## src/rtl/demux_1_2_reg.sv

```systemverilog
// Registered 1-to-2 demultiplexer with valid/ready on every port and a one-entry holding register
// per output channel. The optional drain counters are built when DEMUX_1_2_REG_CNT_EN is defined.
module demux_1_2_reg #(
  parameter int unsigned WIDTH = 64,
  parameter int unsigned CNT_W = 16
) (
  input  logic             clk,
  input  logic             reset,
  input  logic             in_valid,
  output logic             in_ready,
  input  logic [WIDTH-1:0] in_data,
  input  logic             sel,
  output logic             out0_valid,
  input  logic             out0_ready,
  output logic [WIDTH-1:0] out0_data,
  output logic             out1_valid,
  input  logic             out1_ready,
  output logic [WIDTH-1:0] out1_data,
  output logic [CNT_W-1:0] cnt0,
  output logic [CNT_W-1:0] cnt1
);

  logic             valid0_q, valid0_d;
  logic             valid1_q, valid1_d;
  logic [WIDTH-1:0] data0_q, data0_d;
  logic [WIDTH-1:0] data1_q, data1_d;

  logic ready0, ready1;
  logic accept;
  logic load0, load1;
  logic drain0, drain1;

  // A channel can take a word when it is empty or is being emptied on this same edge.
  assign ready0 = !valid0_q || out0_ready;
  assign ready1 = !valid1_q || out1_ready;

  // Only the selected channel gates acceptance, so a stalled channel never blocks the other.
  assign in_ready = !reset && (sel ? ready1 : ready0);

  assign accept = in_valid && in_ready;
  assign load0  = accept && !sel;
  assign load1  = accept && sel;
  assign drain0 = valid0_q && out0_ready;
  assign drain1 = valid1_q && out1_ready;

  always_comb begin
    valid0_d = valid0_q;
    data0_d  = data0_q;
    if (load0) begin
      valid0_d = 1'b1;
      data0_d  = in_data;
    end else if (drain0) begin
      valid0_d = 1'b0;
    end
  end

  always_comb begin
    valid1_d = valid1_q;
    data1_d  = data1_q;
    if (load1) begin
      valid1_d = 1'b1;
      data1_d  = in_data;
    end else if (drain1) begin
      valid1_d = 1'b0;
    end
  end

  always_ff @(posedge clk) begin
    if (reset) begin
      valid0_q <= 1'b0;
      valid1_q <= 1'b0;
      data0_q  <= '0;
      data1_q  <= '0;
    end else begin
      valid0_q <= valid0_d;
      valid1_q <= valid1_d;
      data0_q  <= data0_d;
      data1_q  <= data1_d;
    end
  end

  assign out0_valid = valid0_q;
  assign out0_data  = data0_q;
  assign out1_valid = valid1_q;
  assign out1_data  = data1_q;

`ifdef DEMUX_1_2_REG_CNT_EN
  logic [CNT_W-1:0] cnt0_q, cnt0_d;
  logic [CNT_W-1:0] cnt1_q, cnt1_d;

  // Free-running; wraps naturally at 2^CNT_W.
  always_comb begin
    cnt0_d = cnt0_q;
    cnt1_d = cnt1_q;
    if (drain0) cnt0_d = cnt0_q + 1'b1;
    if (drain1) cnt1_d = cnt1_q + 1'b1;
  end

  always_ff @(posedge clk) begin
    if (reset) begin
      cnt0_q <= '0;
      cnt1_q <= '0;
    end else begin
      cnt0_q <= cnt0_d;
      cnt1_q <= cnt1_d;
    end
  end

  assign cnt0 = cnt0_q;
  assign cnt1 = cnt1_q;
`else
  assign cnt0 = '0;
  assign cnt1 = '0;
`endif

endmodule

```

## config.mk

```make
export PLATFORM = sky130hd
export DESIGN_NAME = demux_1_2_reg
export DESIGN_NICKNAME = d
export VERILOG_FILES = /design/src/rtl/demux_1_2_reg.sv
export SDC_FILE = /design/constraint.sdc
export NUM_CORES = 1
export LEC_CHECK = 0
export BUFFER_PORTS_ARGS = -buffer_cell sky130_fd_sc_hd__buf_2
export CAP_MARGIN = 10
export CORE_MARGIN = 4
export CORE_UTILIZATION = 52
export DETAILED_ROUTE_END_ITERATION = 10
export PLACE_DENSITY = 0.84
export REMOVE_ABC_BUFFERS = 1
export SLEW_MARGIN = 20
export SYNTH_ARGS = -nofsm -noshare
export SYNTH_HDL_FRONTEND = slang
export SYNTH_SLANG_ARGS = --single-unit
export TNS_END_PERCENT = 30
```

## constraint.sdc

```tcl
create_clock -name clk -period 3.95 [get_ports clk]
set_input_delay 0.1975 -clock clk [delete_from_list [all_inputs] [get_ports clk]]
set_output_delay 0.1975 -clock clk [all_outputs]
set_load 0.03 [all_outputs]
```

==> impl_results.md <==
- Run status: finished, final reports clean
- Die area: around 12000 um2
- Global route overflow: 0
- Clock transition at path regs: about 0.050 ns
- Clock Root Buffer: clkbuf_8
- Rel. slew slack: 0.5251
- Layout cells sized above 1: 0.4917
- Synth area leaders: dfxtp_1 47%, mux2_2 15%, nor2b_1 14%
- CP endpoint kind: primary output
- Layout area overhead: 37.64%
- Synthesis warning total: 0
- Yosys top cell by area: dfxtp_1
- Most common cell in the netlist: dfxtp_1
- NetSw: approximately 860 uW
- Worst EP required: around 3.8 ns
- Synth Instances: roughly 460
- Clk Latency, worst-skew pair: 0.49 ns
- Core area: about 10000 um2
- Post-DP HPWL: ~8200 um
- Synth top cells by count: 130 x dfxtp_1, 128 x nor2b_1, 76 x mux2_2, 49 x mux2_4, 35 x buf_4
- Met1 Resource Use GR: 0.2373
- Unrepaired setup endpoints after global routing: false
- Vias in the first global route: between 4000 and 5000
- Synthesis-stage register bit count: 130
- Combinational share of power: 0.161
- Routed length per instance: approximately 15 um
- Minimum clock period: between 1.5 and 2 ns
- Initial DRC count: roughly 140
- Met2 GRT Util: 0.3621
- Setup slack, reg-to-reg: approximately 2.3 ns
- TritonCTS clock tree: yes
- Row count: 37
- Initial Util: 0.5358
- Die H: 111.1 um
- Yosys top cell area share: 0.4705
- Crit Path Class: primary input to primary output
- Antenna cell count: 0
- Slew @ Worst Pin: roughly 0.71 ns
- Synthesized area: around 5500 um2
- DRT Pass-1 Iters: 4
- Syn_area_per_cell: ~12 um2
- Period utilization: 0.4912
- Clock Skew: between 0.004 and 0.005 ns
- Clock Power Share: 0.422
- Final Slew Violations: 0
- R2r worst-path depth: 3
- Max Cap Viol: 0
- PnR worst setup slack: 2.010 ns
- I/O Buffers: 200
- Total CTS buffers: 17
- Synth unique cells: 17
- Total area of sequential cells: 2603 um2
- RD Place Congestion: between 0.7 and 0.8
- Final nets: between 700 and 800
- Worst hold slack: 0.07385 ns
- Final setup viols: 0
- Area occupied by multi-input gates: between 2000 and 3000 um2
- H-tree levels: 4
- Worst min-delay path category: primary input to register
- Crit path from: reset
- Setup crit end: in_ready
- Antenna violations before repair: 0
- Post-route ant nets: 0
- Crit path launch type: primary input
- Fmax: roughly 520 MHz
- VDD IR-drop max: around 290 uV
- # fillers: approximately 660
- Arrival time worst endpoint: approximately 1.7 ns
- Dpl ws: around 1.6 ns
- Flop pwr share: 0.416
- Sinks on the clock net: 130
- Leakage Power: approximately 0.0039 uW
- Clock Path Buffers: 2
- EDFF count, synth: 0
- Switching Share: 0.2526
- Grt met3 use: 0.07041
- Sequential area share after synthesis: 0.4705
- Ys flop type: dfxtp_1
- FF-to-FF Start: out0_valid
- Total number of vias: ~4000
- Detailed Route WL: approximately 13000 um
- Post-CTS setup buffer count: 0
- All-Layer GR Usage: 0.2072
- Asr flop ratio synth: 0
- Power density over the cells: approximately 450 nW/um2
- DRC violations left: 0
- Vias/cell: approximately 4.7
- Num ports: ~230
- Largest net degree at the start of global routing: 72
- RR Endpoint: out0_data[57]
- Crit path max fanout: slightly above 70
- Setup_tns: 0 ns
- Final Hold Vio Count: 0
- Chip Width: about 110 um
- First-pass GRT wire length: between 20000 and 25000 um
- GRT busiest layer: met2
- Internal power: 2554 uW
==> power by group through the flow <==
stage	combinational, uW	clock, uW	sequential (uW)
after CTS	550	1470	1420
after floorplan	198	0	1590
after detailed placement	499	0	1450
after global routing	584	1530	1430
final	552	1440	1420
after global placement	490	0	1440
==> placed cells by master, fill, tap and decap left out, drive strengths merged <==
| master | netlist | routed |
|---|---|---|
| mux2i | 1 | 1 |
| nor2 | 1 | 1 |
| nand2b | 2 | 2 |
| mux2 | 128 | 128 |
| a21oi | 2 | 2 |
| nand2 | 1 | 1 |
| conb | 1 | 32 |
| dfxtp | 130 | 130 |
| clkinv | 0 | 4 |
| bufinv | 0 | 2 |
| dlygate4sd3 | 0 | 64 |
| nand4b | 1 | 1 |
| clkbuf | 10 | 24 |
| buf | 50 | 203 |
| nor3b | 1 | 1 |
| nor2b | 128 | 128 |
==> state kept, by name (all words and copies together), names as in the netlist <==
| register | count |
|---|---|
| out0_data | 64 |
| out1_data | 64 |
| out0_valid | 1 |
| out1_valid | 1 |
==> final cells by class <==
cell class,instances,area share
Multi-Input combinational cell,297,0.3446
Sequential cell,130,0.3418
Timing Repair Buffer,267,0.2189
Clock buffer,24,0.06179
Tap cell,136,0.02235
Clock inverter,6,0.01052
==> cells by family after synthesis <==
family,share of synthesized area
buf+inv,0.07917
mux,0.2956
flops,0.4705
compound gates,0.001810
simple gates,0.1522
other cells,0.0006779
==> metal layers <==
metal,part of all wire,vias to the layer above
met5,0,-
met4,0.014,0
met3,0.082,20
met2,0.49,164
met1,0.41,1885
li1,-,1955
==> what timing repair did <==
action,in CTS,in global routing
hold buffers,64,0
endpoints found under the hold margin,128,0
resized for setup,0,0
==> how the worst min path moves through the flow <==
stage,slack [ns],endpoint,start,depth (start not counted)
2_1_floorplan,0.27,out0_valid,reset,1
3_3_place_gp,0.42,out1_data[42],in_data[42],2
3_5_place_dp,0.43,out1_data[23],in_data[23],2
4_1_cts,0.04,out1_valid,out1_ready,3
5_1_grt,0.07,out1_valid,out1_ready,3
6_report,0.07,out1_valid,out1_ready,3
==> critical path: stages <==
cell	delay (ns)
buf_4	0.55
buf_4	0.65
nor2_1	0.10
buf_2	0.20
==> per-stage QoR <==
| step | total power [uW] | std cells | utilization | area [um2] |
|---|---|---|---|---|
| 2_1_floorplan | 1791 | 427 | - | 5210 |
| 3_3_place_gp | 1935 | 766 | 0.6213 | 6414 |
| 3_5_place_dp | 1947 | 766 | 0.6213 | 6414 |
| 4_1_cts | 3442 | 860 | 0.7366 | 7605 |
| 5_1_grt | 3542 | 860 | 0.7375 | 7614 |
| 6_report | 3417 | 860 | 0.7375 | 7614 |
(Power assumes the default switching activity.)
